**config.mk**
```make
export PLATFORM = sky130hd
export DESIGN_NAME = muldiv_sequencer
export DESIGN_NICKNAME = d
export VERILOG_FILES = /design/src/rtl/muldiv_pkg.sv /design/src/rtl/muldiv_datapath.sv /design/src/rtl/muldiv_sequencer.sv
export SDC_FILE = /design/constraint.sdc
export NUM_CORES = 1
export LEC_CHECK = 0
export CAP_MARGIN = 20
export CORE_ASPECT_RATIO = 0.5
export CORE_MARGIN = 2
export CORE_UTILIZATION = 55
export DETAILED_ROUTE_END_ITERATION = 10
export PLACE_DENSITY_LB_ADDON = 0.3
export RECOVER_POWER = 100
export REMOVE_ABC_BUFFERS = 1
export SLEW_MARGIN = 40
export SYNTH_ARGS = -nofsm -noshare
export SYNTH_HDL_FRONTEND = slang
export SYNTH_HIERARCHICAL = 1
export SYNTH_SLANG_ARGS = --single-unit
```
**constraint.sdc**
```tcl
create_clock -name clock -period 5.6 [get_ports clock]
set_input_delay 0.84 -clock clock [delete_from_list [all_inputs] [get_ports clock]]
set_output_delay 0.84 -clock clock [all_outputs]
set_load 0.01 [all_outputs]
```
**src/rtl/muldiv_pkg.sv**
```systemverilog
// rtl/muldiv_pkg.sv - shared encodings and constants for the multiply/divide sequencer
package muldiv_pkg;

    localparam int MD_XLEN  = 32;
    localparam int MD_CNT_W = 6;

    localparam logic [MD_XLEN-1:0] MD_INT_MIN  = 32'h80000000;
    localparam logic [MD_XLEN-1:0] MD_ALL_ONES = 32'hFFFFFFFF;

    typedef enum logic [2:0] {
        MD_MUL    = 3'd0,
        MD_MULH   = 3'd1,
        MD_MULHSU = 3'd2,
        MD_MULHU  = 3'd3,
        MD_DIV    = 3'd4,
        MD_DIVU   = 3'd5,
        MD_REM    = 3'd6,
        MD_REMU   = 3'd7
    } md_op_t;

    typedef enum logic [1:0] {
        ST_IDLE = 2'd0,
        ST_CALC = 2'd1,
        ST_DONE = 2'd2
    } md_state_t;

endpackage

```
**src/rtl/muldiv_datapath.sv**
```systemverilog
// rtl/muldiv_datapath.sv - shift-add multiply / restoring divide iteration and sign fix-up
module muldiv_datapath
    import muldiv_pkg::*;
#(
    parameter int XLEN = MD_XLEN
) (
    input  logic            clock,
    input  logic            reset,
    input  logic            load,
    input  logic            step,
    input  logic            finish,
    input  md_op_t          op,
    input  logic [XLEN-1:0] a,
    input  logic [XLEN-1:0] b,
    output logic            special,
    output logic [XLEN-1:0] result
);

    logic            a_signed, b_signed, sa, sb;
    logic [XLEN-1:0] a_mag, b_mag;
    logic            div_zero, overflow;
    logic [XLEN-1:0] special_res;

    md_op_t          op_q;
    logic            neg_q, neg_r;
    logic [XLEN-1:0] hi, lo, opnd;

    logic [XLEN:0]     sum, shifted;
    logic [XLEN-1:0]   diff;
    logic              ge;
    logic [XLEN-1:0]   hi_nxt, lo_nxt;
    logic [2*XLEN-1:0] prod, prod_fix;
    logic [XLEN-1:0]   quo_fix, rem_fix, fix_res;

    // MUL ignores signs: the low half of the product is identical either way.
    always_comb begin
        a_signed = (op == MD_MULH) || (op == MD_MULHSU) || (op == MD_DIV) || (op == MD_REM);
        b_signed = (op == MD_MULH) || (op == MD_DIV) || (op == MD_REM);
        sa       = a_signed && a[XLEN-1];
        sb       = b_signed && b[XLEN-1];
        a_mag    = sa ? -a : a;
        b_mag    = sb ? -b : b;
        div_zero = op[2] && (b == '0);
        overflow = ((op == MD_DIV) || (op == MD_REM)) && (a == MD_INT_MIN) && (b == MD_ALL_ONES);
        special  = div_zero || overflow;
        if (div_zero)
            special_res = op[1] ? a : MD_ALL_ONES;
        else
            special_res = (op == MD_DIV) ? MD_INT_MIN : '0;
    end

    // hi: partial product / remainder, lo: multiplier / dividend becoming quotient.
    always_comb begin
        sum     = {1'b0, hi} + (lo[0] ? {1'b0, opnd} : '0);
        shifted = {hi, lo[XLEN-1]};
        ge      = shifted >= {1'b0, opnd};
        diff    = shifted[XLEN-1:0] - opnd;
        if (op_q[2]) begin
            hi_nxt = ge ? diff : shifted[XLEN-1:0];
            lo_nxt = {lo[XLEN-2:0], ge};
        end else begin
            hi_nxt = sum[XLEN:1];
            lo_nxt = {sum[0], lo[XLEN-1:1]};
        end
    end

    always_comb begin
        prod     = {hi_nxt, lo_nxt};
        prod_fix = neg_q ? -prod : prod;
        quo_fix  = neg_q ? -lo_nxt : lo_nxt;
        rem_fix  = neg_r ? -hi_nxt : hi_nxt;
        case (op_q)
            MD_MUL:                         fix_res = prod_fix[XLEN-1:0];
            MD_MULH, MD_MULHSU, MD_MULHU:   fix_res = prod_fix[2*XLEN-1:XLEN];
            MD_DIV, MD_DIVU:                fix_res = quo_fix;
            default:                        fix_res = rem_fix;
        endcase
    end

    always_ff @(posedge clock) begin
        if (!reset) begin
            op_q   <= MD_MUL;
            neg_q  <= 1'b0;
            neg_r  <= 1'b0;
            hi     <= '0;
            lo     <= '0;
            opnd   <= '0;
            result <= '0;
        end else if (load) begin
            op_q  <= op;
            neg_q <= sa ^ sb;
            neg_r <= sa;
            hi    <= '0;
            lo    <= a_mag;
            opnd  <= b_mag;
            if (special)
                result <= special_res;
        end else if (step) begin
            hi <= hi_nxt;
            lo <= lo_nxt;
            if (finish)
                result <= fix_res;
        end
    end

endmodule

```
**src/rtl/muldiv_sequencer.sv**
```systemverilog
// rtl/muldiv_sequencer.sv - iterative RV32M multiply/divide engine with pipeline stall control
module muldiv_sequencer
    import muldiv_pkg::*;
#(
    parameter int XLEN  = MD_XLEN,
    parameter int CNT_W = MD_CNT_W
) (
    input  logic            clock,
    input  logic            reset,
    input  logic            md_start,
    input  logic [2:0]      md_op,
    input  logic [4:0]      md_write_sel,
    input  logic [XLEN-1:0] md_a,
    input  logic [XLEN-1:0] md_b,
    input  logic            dcache_stall,
    output logic            md_busy,
    output logic            md_stall,
    output logic            md_done,
    output logic [XLEN-1:0] md_result,
    output logic [4:0]      md_write_sel_out
);

    md_state_t        state, state_nxt;
    logic [CNT_W-1:0] count;
    logic             load, step, finish, special;

    assign load   = (state == ST_IDLE) && md_start && !dcache_stall;
    assign step   = (state == ST_CALC) && !dcache_stall;
    assign finish = step && (count == CNT_W'(XLEN - 1));

    always_ff @(posedge clock) begin
        if (!reset)
            state <= ST_IDLE;
        else
            state <= state_nxt;
    end

    always_comb begin
        state_nxt = state;
        case (state)
            ST_IDLE: if (load)          state_nxt = special ? ST_DONE : ST_CALC;
            ST_CALC: if (finish)        state_nxt = ST_DONE;
            ST_DONE: if (!dcache_stall) state_nxt = ST_IDLE;
            default:                    state_nxt = ST_IDLE;
        endcase
    end

    // md_stall drops in DONE so the pipeline advances exactly once with the result.
    always_comb begin
        md_busy  = (state != ST_IDLE);
        md_stall = ((state == ST_IDLE) && md_start) || (state == ST_CALC);
        md_done  = (state == ST_DONE);
    end

    always_ff @(posedge clock) begin
        if (!reset) begin
            count            <= '0;
            md_write_sel_out <= '0;
        end else if (load) begin
            count            <= '0;
            md_write_sel_out <= md_write_sel;
        end else if (step) begin
            count <= count + 1'b1;
        end
    end

    muldiv_datapath #(.XLEN(XLEN)) u_datapath (
        .clock   (clock),
        .reset   (reset),
        .load    (load),
        .step    (step),
        .finish  (finish),
        .op      (md_op_t'(md_op)),
        .a       (md_a),
        .b       (md_b),
        .special (special),
        .result  (md_result)
    );

endmodule
```
==> results_dict.tcl <==
set metrics [dict create \
    period_share_pct 96.4 \
    yosys.area.top_type_share_pct 18.6 \
    worstSetupPathType "reg -> reg" \
    status "complete, but fails checks" \
    numCtsBuffers 17 \
    yosys_register_bits 146 \
    period_minus_slack_ns 5.40 \
    fin_util_pct 64.1 \
    die_area_um2 30100 \
    core_um2 27900 \
    nets 2408 \
    finalClockSkew_ns 0.0112 \
    critPathRequiredTime_ns 5.97 \
    p_leak_nw 6.64 \
    synth_top_cell_by_area "dfxtp_1" \
    wirelength_um 63600 \
    num_vias 17900 \
    grt-ovfl-total 0 \
    whs_path_depth 2 \
    rows 43 \
    cts_tree "built" \
    cts_buffer_depth 2 \
    synth_area_leaders "dfxtp_1 19%, nor2_1 6.3%, a21oi_1 5.7%" \
    async_flop_share_pct 0 \
    grt_start_max_net_pins 136 \
    synth_seq_area_share_pct 18.6 \
    max_slew_margin_pct -48.6 \
    place_congestion 1.06 \
    grt_pass1_vias 15900 \
    rsz0062_at_grt "no" \
    reg2regPathDepth 17 \
    yosysWarningCount 6 \
    initial_utilization_pct 56.4 \
    clock_latency_ns 0.46 \
    hold_path.class "reg -> reg" \
    path_max_fanout 15 \
    crit_arrival_ns 5.77 \
    ys_types 110 \
    cellPowerDensity_nw_per_um2 217 \
    clock-sinks 146 \
    syn_avg_cell_area_um2 7.16 \
    drtAntennaViolNets 0 \
    synth_common_cells "264 x nor2_1, 180 x a21oi_1, 170 x o21ai_0" \
    max_freq_mhz 185 \
    viasPerCell 6.75 \
    final_layout_size_suffix_gt1_share_pct 7.96 \
    synthCells 2199 \
    violations "max-capacitance violations, max-slew violations" \
    drtIter0Drc 2617 \
    area_growth_pct 13.7 \
    netlist_area_um2 15800 \
    dieWidth_um 243 \
    die_h_um 124 \
    clk_pin_slew_ns 0.07 \
    cts_max_level 4 \
    synth_most_common_cell "nor2_1" \
    dp_hpwl_um 48200 \
    wl_per_cell_um 23.9 \
    grt_use_total_pct 41.2 \
    crit_path_start_kind "flop" \
    portBuffers 115 \
    synth_edf_count 0 \
    final-hold-violation-count 0 \
    setup_viol 0 \
    end_kind "flop" \
    boundaryPins 116 \
    cts_root_buffer "clkbuf_16" \
    post_cts_buffers 0 \
    tightest_slew_ns 2.23 \
    antenna_found_initial 1 \
    drcViolationCount 0 \
    drt_pass1_iterations 6 \
    peakVddDrop_mv 0.250 \
    synthFlopType "dfxtp_1" \
    slew_violations 198 \
    grt_pass1_wl_um 94900 \
    drv_cap 3 \
    whs_ns 0.460 \
]
==> metal layers <==
layer	track usage [%]	vias up	wire length [um]	share of wire, %
met5	0	-	0	0
met4	15.5	0	2110	3.3
met3	13.0	129	9160	14
met2	58.1	1098	24800	39
met1	58.2	8416	27500	43
li1	-	8273	-	-
==> what timing repair did <==
item	4_1_cts	5_1_grt
resized for setup	0	4
hold buffers	0	0
hold endpoints to repair	0	0
endpoints found under the setup margin	0	10
==> state kept, by name, summed over array words and instances (netlist names) <==
signal and flops:
u_datapath/lo 32, u_datapath/neg_q 1, count 6, u_datapath/neg_r 1, u_datapath/result 32, u_datapath/hi 32, md_write_sel_out 5, state 2
u_datapath/op_q 3, u_datapath/opnd 32
==> power breakdown <==
part	total, mW	switching (mW)	internal [mW]
registers	1.15	0.0657	1.09
logic	1.59	1.03	0.565
clock network	1.14	0.549	0.592
total	3.88	1.64	2.24
==> path summary, 6_finish.rpt <==
check | start | to | slack [ns]
max | u_datapath/lo[0]$_SDFFE_PN0P_ | u_datapath/result[21]$_SDFFE_PN0P_ | 0.20
min | u_datapath/result[4]$_SDFFE_PN0P_ | u_datapath/result[4]$_SDFFE_PN0P_ | 0.46
max reg2reg | u_datapath/lo[0]$_SDFFE_PN0P_ | u_datapath/result[21]$_SDFFE_PN0P_ | 0.20
min reg2reg | u_datapath/result[4]$_SDFFE_PN0P_ | u_datapath/result[4]$_SDFFE_PN0P_ | 0.46
==> kinds of logic after synthesis <==
| group | count (synthesis) | synth area share [%] |
|---|---|---|
| XOR/XNOR | 163 | 9.06 |
| flip-flops | 146 | 18.6 |
| buffers and inverters | 228 | 5.93 |
| AO/OA/AOI/OAI | 738 | 31.5 |
| multiplexers | 66 | 4.25 |
| adder cells (fa/ha/maj) | 72 | 5.81 |
| AND/OR/NAND/NOR | 786 | 24.9 |
==> cell type report <==
class                      instances  area [um2]
multi-input combinational       1825       11900
fill                            2596       10000
sequential                       146        2930
timing repair buffer             195        1730
tap                              382         478
clock buffer                      19         443
inverter                          75         282
clock inverter                    13         119
antenna                            1        2.50
==> cell usage in the layout, fill, tap and decap left out, drive strengths merged, types with 11 or more instances in the layout <==
cell type,count
a21oi,184
nand2,157
o41ai,12
nand2b,16
o31ai,21
o22ai,11
o21bai,11
nand4,46
buf,73
a211oi,92
nor3,67
o21a,16
nor2b,19
ha,70
xor2,65
and3,14
mux2i,62
o21ai,177
nand3,33
a31oi,31
and2,48
nor4,28
dlygate4sd3,41
clkdlybuf4s50,74
xnor2,98
nor2,265
inv,79
clkbuf,26
or3,34
o211ai,28
a21o,24
dfxtp,146
or2,15
o221ai,19
a311oi,13
==> worst max-delay path: stages, from the launching register on <==
cell	delay, ns
dfxtp_2	0.53
and2_1	0.19
ha_1	0.19
inv_1	0.06
fa_1	0.42
nor2b_1	0.19
o31a_1	0.38
o21ai_0	0.20
xor2_1	0.36
a21oi_1	0.13
a31oi_1	0.52
nor3b_1	0.38
nand4_1	0.34
and4b_1	0.53
and3b_1	0.29
mux2i_1	0.22
a211oi_1	0.11
nor4_1	0.27
==> metrics by stage <==
| step | power, mW | cell area [um2] | setup WS, ns | cells | TNS, ns |
|---|---|---|---|---|---|
| floorplan | 2.17 | 15100 | -14.19 | 2046 | -1652.12 |
| global placement | 2.69 | 17400 | 0.208 | 2623 | 0 |
| detailed placement | 2.69 | 17400 | 0.252 | 2623 | 0 |
| CTS | 3.83 | 17900 | 0.196 | 2655 | 0 |
| global route | 4.03 | 17900 | 0.00308 | 2655 | 0 |
| finish | 3.88 | 17900 | 0.204 | 2656 | 0 |
Note: power is estimated with default switching activity, not from simulation.
